### src/rtl/led_pwm_sched.sv
// Eight-channel LED PWM controller with an Avalon-MM register slave.
// A prescaler drives an 8-bit period counter (255 ticks per period). Duty
// targets are latched into the active duty only at period ends, either
// directly or one step at a time when fading is enabled.
module led_pwm_sched #(
  parameter int CHANNELS = 8
) (
  input  logic                clk,
  input  logic                reset_n,
  input  logic [3:0]          address,
  input  logic                chipselect,
  input  logic                write_n,
  input  logic [7:0]          writedata,
  output logic [7:0]          readdata,
  output logic [CHANNELS-1:0] pwm_out,
  output logic                period_tick
);

  localparam logic [0:0] ST_IDLE = 1'b0;
  localparam logic [0:0] ST_RUN  = 1'b1;

  logic [0:0] state;
  logic       enable;
  logic       fade_en;
  logic [7:0] prescale;
  logic [7:0] fade_step;
  logic [7:0] pre_cnt;
  logic [7:0] pwm_cnt;
  logic [7:0] fade_cnt;
  logic [7:0] target [CHANNELS];
  logic [7:0] active [CHANNELS];
  logic       period_end_q;
  logic       fade_busy;
  logic       wr;
  logic       run;
  logic       tick;
  logic       period_end;

  assign wr         = chipselect && !write_n;
  assign run        = (state == ST_RUN) && enable;
  assign tick       = run && (pre_cnt >= prescale);
  assign period_end = tick && (pwm_cnt == 8'd254);

  // Software-visible configuration registers and duty targets
  always_ff @(posedge clk or negedge reset_n) begin
    if (!reset_n) begin
      enable    <= 1'b0;
      fade_en   <= 1'b0;
      prescale  <= 8'd0;
      fade_step <= 8'd0;
      for (int i = 0; i < CHANNELS; i++) target[i] <= 8'd0;
    end else if (wr) begin
      case (address)
        4'd0: begin
          enable  <= writedata[0];
          fade_en <= writedata[1];
        end
        4'd1: prescale  <= writedata;
        4'd3: fade_step <= writedata;
        default: begin
          if (address[3]) target[address[2:0]] <= writedata;
        end
      endcase
    end
  end

  // Run/idle state follows the enable bit with one cycle of lag
  always_ff @(posedge clk or negedge reset_n) begin
    if (!reset_n) begin
      state <= ST_IDLE;
    end else begin
      case (state)
        ST_IDLE: if (enable)  state <= ST_RUN;
        default: if (!enable) state <= ST_IDLE;
      endcase
    end
  end

  // Prescaler and period counter; both sit at zero whenever not running
  always_ff @(posedge clk or negedge reset_n) begin
    if (!reset_n) begin
      pre_cnt <= 8'd0;
      pwm_cnt <= 8'd0;
    end else if (!run) begin
      pre_cnt <= 8'd0;
      pwm_cnt <= 8'd0;
    end else if (tick) begin
      pre_cnt <= 8'd0;
      pwm_cnt <= (pwm_cnt == 8'd254) ? 8'd0 : pwm_cnt + 8'd1;
    end else begin
      pre_cnt <= pre_cnt + 8'd1;
    end
  end

  // Fade interval counter, counted in period ends
  always_ff @(posedge clk or negedge reset_n) begin
    if (!reset_n) begin
      fade_cnt <= 8'd0;
    end else if (!run || !fade_en) begin
      fade_cnt <= 8'd0;
    end else if (period_end) begin
      fade_cnt <= (fade_cnt == fade_step) ? 8'd0 : fade_cnt + 8'd1;
    end
  end

  // Active duty moves to the target only at a period end (snap or single step)
  always_ff @(posedge clk or negedge reset_n) begin
    if (!reset_n) begin
      for (int i = 0; i < CHANNELS; i++) active[i] <= 8'd0;
    end else if (period_end) begin
      for (int i = 0; i < CHANNELS; i++) begin
        if (!fade_en) begin
          active[i] <= target[i];
        end else if (fade_cnt == fade_step) begin
          if (active[i] < target[i])      active[i] <= active[i] + 8'd1;
          else if (active[i] > target[i]) active[i] <= active[i] - 8'd1;
        end
      end
    end
  end

  // Registered PWM compare and period pulse, aligned to the first output of a period
  always_ff @(posedge clk or negedge reset_n) begin
    if (!reset_n) begin
      pwm_out      <= '0;
      period_end_q <= 1'b0;
      period_tick  <= 1'b0;
    end else begin
      for (int i = 0; i < CHANNELS; i++) begin
        pwm_out[i] <= (state == ST_RUN) && (pwm_cnt < active[i]);
      end
      period_end_q <= period_end;
      period_tick  <= period_end_q;
    end
  end

  // Any channel still away from its target counts as a fade in progress
  always_comb begin
    fade_busy = 1'b0;
    for (int i = 0; i < CHANNELS; i++) begin
      if (active[i] != target[i]) fade_busy = 1'b1;
    end
  end

  // Zero-wait-state read mux; duty addresses return the active duty
  always_comb begin
    readdata = 8'd0;
    case (address)
      4'd0: readdata = {6'd0, fade_en, enable};
      4'd1: readdata = prescale;
      4'd2: readdata = {6'd0, fade_busy, (state == ST_RUN)};
      4'd3: readdata = fade_step;
      default: begin
        if (address[3]) readdata = active[address[2:0]];
      end
    endcase
  end

endmodule

### config.mk
export PLATFORM = sky130hd
export DESIGN_NAME = led_pwm_sched
export DESIGN_NICKNAME = d
export VERILOG_FILES = /design/src/rtl/led_pwm_sched.sv
export SDC_FILE = /design/constraint.sdc
export NUM_CORES = 1
export LEC_CHECK = 0
export ABC_AREA = 0
export CAP_MARGIN = 20
export CORE_MARGIN = 2
export CORE_UTILIZATION = 45
export DETAILED_ROUTE_END_ITERATION = 12
export RECOVER_POWER = 50
export SLEW_MARGIN = 25
export SYNTH_ARGS = -nofsm -noshare
export SYNTH_HDL_FRONTEND = slang
export SYNTH_SLANG_ARGS = --single-unit
### constraint.sdc
create_clock -name clk -period 5.42 [get_ports clk]
set_input_delay 1.355 -clock clk [delete_from_list [all_inputs] [get_ports clk]]
set_output_delay 1.355 -clock clk [all_outputs]
set_load 0.005 [all_outputs]
### Word-level counts from Yosys, hierarchy flattened

Index checks and enable logic that the tools add are counted.

* equal/unequal tests: 23
* bitwise gates (word level): 2
* $lt $le $gt $ge: 27
* multiplexer cells: 57
* reductions and logical operators: 32
* add/subtract/negate cells: 19

Operator list (number)
* 8-bit 2-to-1 mux: 44
* 8-bit less-than comparator: 16
* 8-bit by 1-bit adder with 8-bit output (second input constant): 11
* 64-bit bitwise mux: 1
* 8-bit greater-than comparator: 8
* 8-bit inequality test: 8
* 8-bit by 1-bit subtractor with 8-bit output (second input constant): 8
* 8-bit one-hot mux with 4 select lines: 1
* 3-bit AND reduction: 9
* 8-bit binary-select mux with 3-bit select: 1
* 8-bit demux with 3-bit select: 1
* 3-bit by 1-bit inequality test with 1-bit output (second input constant): 8
* 1-bit logical AND: 13
* 1-bit 2-to-1 mux: 9
* 4-bit by 2-bit == test with 1-bit output (second input constant): 2
* 8-bit == test: 1
* 8-bit == test (second input constant): 1
* 8-bit greater-or-equal comparator: 1
* 2-bit AND reduction: 3
* 4-bit by 1-bit == test with 1-bit output (second input constant): 1
* 4-bit greater-or-equal comparator (second input constant): 1
* 4-bit logical NOT: 1
* 4-bit by 1-bit less-than comparator with 1-bit output (second input constant): 1
* 2-bit by 1-bit inequality test with 1-bit output (second input constant): 2
* other kinds (6): 8

* word-level logic and storage cells: 187
* bits in registers: 181
* output and inout port bits: 17
* input port bits: 16

### Depth between registers and ports, before layout

* depth in word-level cells: 10
* gate-level depth with buffers: 14
* mapped depth without buffers: 14

### Least setup slack after synthesis

OpenSTA, ideal clock, no wires.

* kind: input-to-output
* from: in address[1]
* to: out readdata[7]
* cell stages on the path: 7
* data arrival time: 2.861 ns
* setup slack: 1.204 ns
* path buffers: 3
* required time: 4.065 ns
* cells stage by stage: clkbuf_1 > clkbuf_1 > buf_1 > mux4_2 > o21ai_1 > nand2_1 > o21ai_1

* cells in the longest elaborated chain, start to end: 6
* elaborated cells between the ends (all ways): 10
* those cells by class: eq/ne (3); mux (5); bitwise (1); reduce/logical (1)

Ends and longest elaborated chain
* from (decl): line 10 `input logic [3:0] address,`
* 3-bit inverter with 4-bit output (implied by the code): line 154 `if (address[3]) readdata = active[address[2:0]];`
* 8-bit binary-select mux with 3-bit select: line 154
* 8-bit 2-to-1 mux (implied by the code) (2 in a row): line 154
* 8-bit 2-to-1 mux: line 154
* 8-bit one-hot mux with 4 select lines *: line 148 `case (address)`
* to (decl): line 14 `output logic [7:0] readdata,`

Every way passes the cells marked *; elsewhere a longest branch is shown, timed or not. The select of a mux whose other input is x is not followed.

### Worst setup path after layout

* from: in address[2]
* to: out readdata[1]

The elaborated chain is that of the path after synthesis.

==> results by group <==
Power and ir drop
  – Power density over the cells: 241.6 mW/mm^2
  – Total power draw: 3.643 mW
  – Leak Pwr: 6.939 nW
  – Max VDD drop: 0.0002176 V

Worst setup path
  – Stage delay of the slowest cell on the critical path: 510 ps
  – Crit path DAT: 3530 ps
  – Crit path capture: readdata[1]
  – Count of cells along the worst register-to-register path: 12
  – Chain of cells forming the critical path: clkdlybuf4s50_1 > buf_12 > mux2i_1 > nor2_1 > a21oi_1 > nor2_1 > a221o_1 > a22o_1 > clkdlybuf4s50_1
  – Source of the critical timing path: address[2]
  – Top delay family on crit path: buffers and inverters
  – Critical path buffer and inverter count: 3
  – Path type of the worst setup path: in2out
  – Capturing element type of the critical path: output port
  – Max FO, Critical Path: 27
  – Launching element type of the critical path: input port
  – Crit. path cell count: 9
  – Setup slack on the worst flop-to-flop path: 1810 ps
  – R2R Path Start: active[1]
  – Required time at the worst-slack endpoint: 4070 ps
  – Critical Path Slowest Stage Cell: sky130_fd_sc_hd__clkdlybuf4s50_1
  – Reg-to-Reg End: active[7]

Hold path
  – Classification of the worst-slack hold path: reg2reg

Die
  – Initial core utilization: 45.31%
  – Height of the die: 178.8 um
  – I/O pin count: 33
  – Num rows: 64
  – Core Footprint: 0.03035 sq mm
  – Die boundary width: 178.8 um
  – Die Area: 0.03197 sq mm

Cells and area
  – Area used by multi-input combinational logic: 0.008469 sq mm
  – Share of post-route cells with drive strength above 1: 5.523%
  – Finished Core Util: 49.69%
  – Number of fillers in the final layout: 2844
  – Layout net count: 1715
  – Finished Cell Area: 0.01508 sq mm
  – Number of non-filler instances in the completed layout: 1919
  – Total area of sequential cells: 0.004533 sq mm
  – Area growth, synth to finish: 9.672%

Timing
  – Hold Vio Cnt, Final: 0
  – Maximum clock frequency: 204.7 MHz
  – Post-route clock period utilization: 90.11%
  – Total negative slack: 0 ps
  – Max-slew violation total from the final report: 89
  – Worst clock skew: 17.93 ps
  – Final number of setup-violating endpoints: 0
  – Unrepaired setup endpoints after global routing: no
  – Final period demand of the worst path: 4884 ps
  – Max_slew headroom: -55.43%
  – Slew of the pin with the lowest slew margin: 2331 ps

CTS
  – Deepest clock path buffer count: 2
  – Cell chosen for the clock root: sky130_fd_sc_hd__clkbuf_16
  – Cts repair resizes: 0
  – Number of buffers inserted by post-CTS setup repair: 0
  – Total clock buffers created by CTS: 17
  – Clock transition time at the flip-flop clock pins of the worst setup and hold paths: 70 ps
  – Clock sink count: 181
  – Hold Buf Count CTS: 0
  – H-tree level count: 4
  – Worst-skew pair later-pin latency: 450 ps
  – Clock tree from TritonCTS: yes

Outcome
  – Violations in the final reports: max-capacitance violations, max-slew violations
  – Status: complete, but fails checks

Drt
  – DRT Pass-1 Iters: 5
  – Drc violations: 0
  – Overall via count from detail_route: 10960
  – Vias per cell: 5.713
  – WL per Instance: 19.99 um
  – Total wire length after detailed routing: 38370 um
  – Post-route ant nets: 0
  – Violation count after the first detailed-route iteration: 829

Synth
  – Number of flops mapped to enable cells by yosys: 0
  – Syn nets: 1707
  – Top-count cell post-synth: sky130_fd_sc_hd__ha_1
  – Post-synthesis sequential area ratio: 32.94%
  – Post-Synthesis Cell Area: 0.01375 sq mm
  – Most frequent cells after synthesis: sky130_fd_sc_hd__ha_1 (184), sky130_fd_sc_hd__dfrtp_1 (181), sky130_fd_sc_hd__inv_1 (141)
  – Cells after synthesis: 1500
  – Per-instance average area after synthesis: 9.168 sq um
  – Count of yosys warnings during synthesis: 0
  – Synth top area cells: sky130_fd_sc_hd__dfrtp_1 (33%), sky130_fd_sc_hd__ha_1 (17%), sky130_fd_sc_hd__mux2_1 (4.7%), sky130_fd_sc_hd__mux2i_1 (3.9%), sky130_fd_sc_hd__inv_1 (3.8%)
  – Synth cell types: 66
  – Share of flip-flops with an asynchronous set or reset after synthesis: 100.0%
  – Share of the synthesized area in the top cell type: 32.94%
  – Seq cells post-synth: 181
  – Top flip-flop cell by instance count after synthesis: sky130_fd_sc_hd__dfrtp_1
  – Synth area leader: sky130_fd_sc_hd__dfrtp_1

Placement
  – Half-perimeter wire length of the detailed placement result: 27710 um
  – Instance area at placement: 0.01451 sq mm
  – RD Place Congestion: 0.9029
  – Placed cell count: 1885
  – Quantity of I/O buffers inserted on ports: 32

GRT
  – Antenna violations before repair: 3
  – First-pass GRT wire length: 60360 um
  – Pin count of the biggest net entering global routing: 94
  – Vias in the first global route: 10540
  – Global-route usage over all layers: 25.09%
  – Grt ovf: 0

Run
  – Max Cap Violations: 1
-- worst min-delay path by stage --
stage,slack [ps],start,end,cells after the start
floorplan,330,period_end_q,period_tick,0
global placement,330,period_end_q,period_tick,0
detailed placement,350,period_end_q,period_tick,0
CTS,360,period_end_q,period_tick,0
global route,360,period_end_q,period_tick,0
finish,350,period_end_q,period_tick,0
-- routing by layer --
metal	wire length, um	GRT usage [%]	part of all wire [%]
met4	829	7.317	2.2
met1	17960	34.80	47
met5	0	0	0
met2	17630	40.29	46
met3	1958	4.071	5.1
-- cell usage in the layout (no fill, tap or decap), drive strengths merged, types with 30 or more instances in the layout --
cell type      count
ha               184
dfrtp            181
inv              153
nand2            127
o21ai            104
a21oi             85
nor2              82
mux2              64
mux2i             54
a21o              42
xnor2             34
nand3             33
clkdlybuf4s50     30
-- where the power goes --
part	switching [mW]	internal, mW	leakage [nW]
Combinational	0.462	0.324	4.28
Sequential	0.126	1.48	2.39
Clock	0.603	0.647	0.267
Total	1.19	2.45	6.94
-- final cells by class --
cell class | count | area share [%]
sequential | 181 | 30.06
antenna | 2 | 0.03318
clock buffer | 18 | 2.846
clock inverter | 14 | 0.9374
tap | 396 | 3.285
inverter | 146 | 3.634
timing repair buffer | 47 | 3.053
multi-input combinational | 1115 | 56.16
-- sequential cells by signal, summed over array words and instances, names as in the netlist --
signal	cells
fade_en	1
period_end_q	1
enable	1
prescale	8
pre_cnt	8
period_tick	1
active	64
fade_step	8
target	64
state	1
pwm_out	8
pwm_cnt	8
fade_cnt	8
-- kinds of logic after synthesis --
group / synth area share (%)
XOR/XNOR: 3.758
buffers and inverters: 5.623
flip-flops: 32.94
AO/OA/AOI/OAI: 15.86
multiplexers: 9.990
adder cells (fa/ha/maj): 17.76
AND/OR/NAND/NOR: 14.08
-- through the flow --
| step | hold WS (ps) | setup slack, ps |
|---|---|---|
| 2_1_floorplan | 331.2 | 1204 |
| 3_3_place_gp | 332.1 | 571.7 |
| 3_5_place_dp | 351.6 | 567.9 |
| 4_1_cts | 360.2 | 554.8 |
| 5_1_grt | 364.1 | 443.3 |
| 6_report | 351.7 | 535.9 |
-- worst register-to-register path: stages, from the launching register on --
cell and delay [ps]:
sky130_fd_sc_hd__dfrtp_1 550, sky130_fd_sc_hd__ha_1 320, sky130_fd_sc_hd__nor2b_1 130, sky130_fd_sc_hd__o211ai_1 150, sky130_fd_sc_hd__a21oi_1 110, sky130_fd_sc_hd__nor2_1 410, sky130_fd_sc_hd__inv_2 170, sky130_fd_sc_hd__ha_1 340
sky130_fd_sc_hd__and2_1 160, sky130_fd_sc_hd__or4_1 400, sky130_fd_sc_hd__mux2_2 290, sky130_fd_sc_hd__or4_1 410, sky130_fd_sc_hd__nand3b_1 110
No activity file was read; power rests on OpenSTA's default activity.
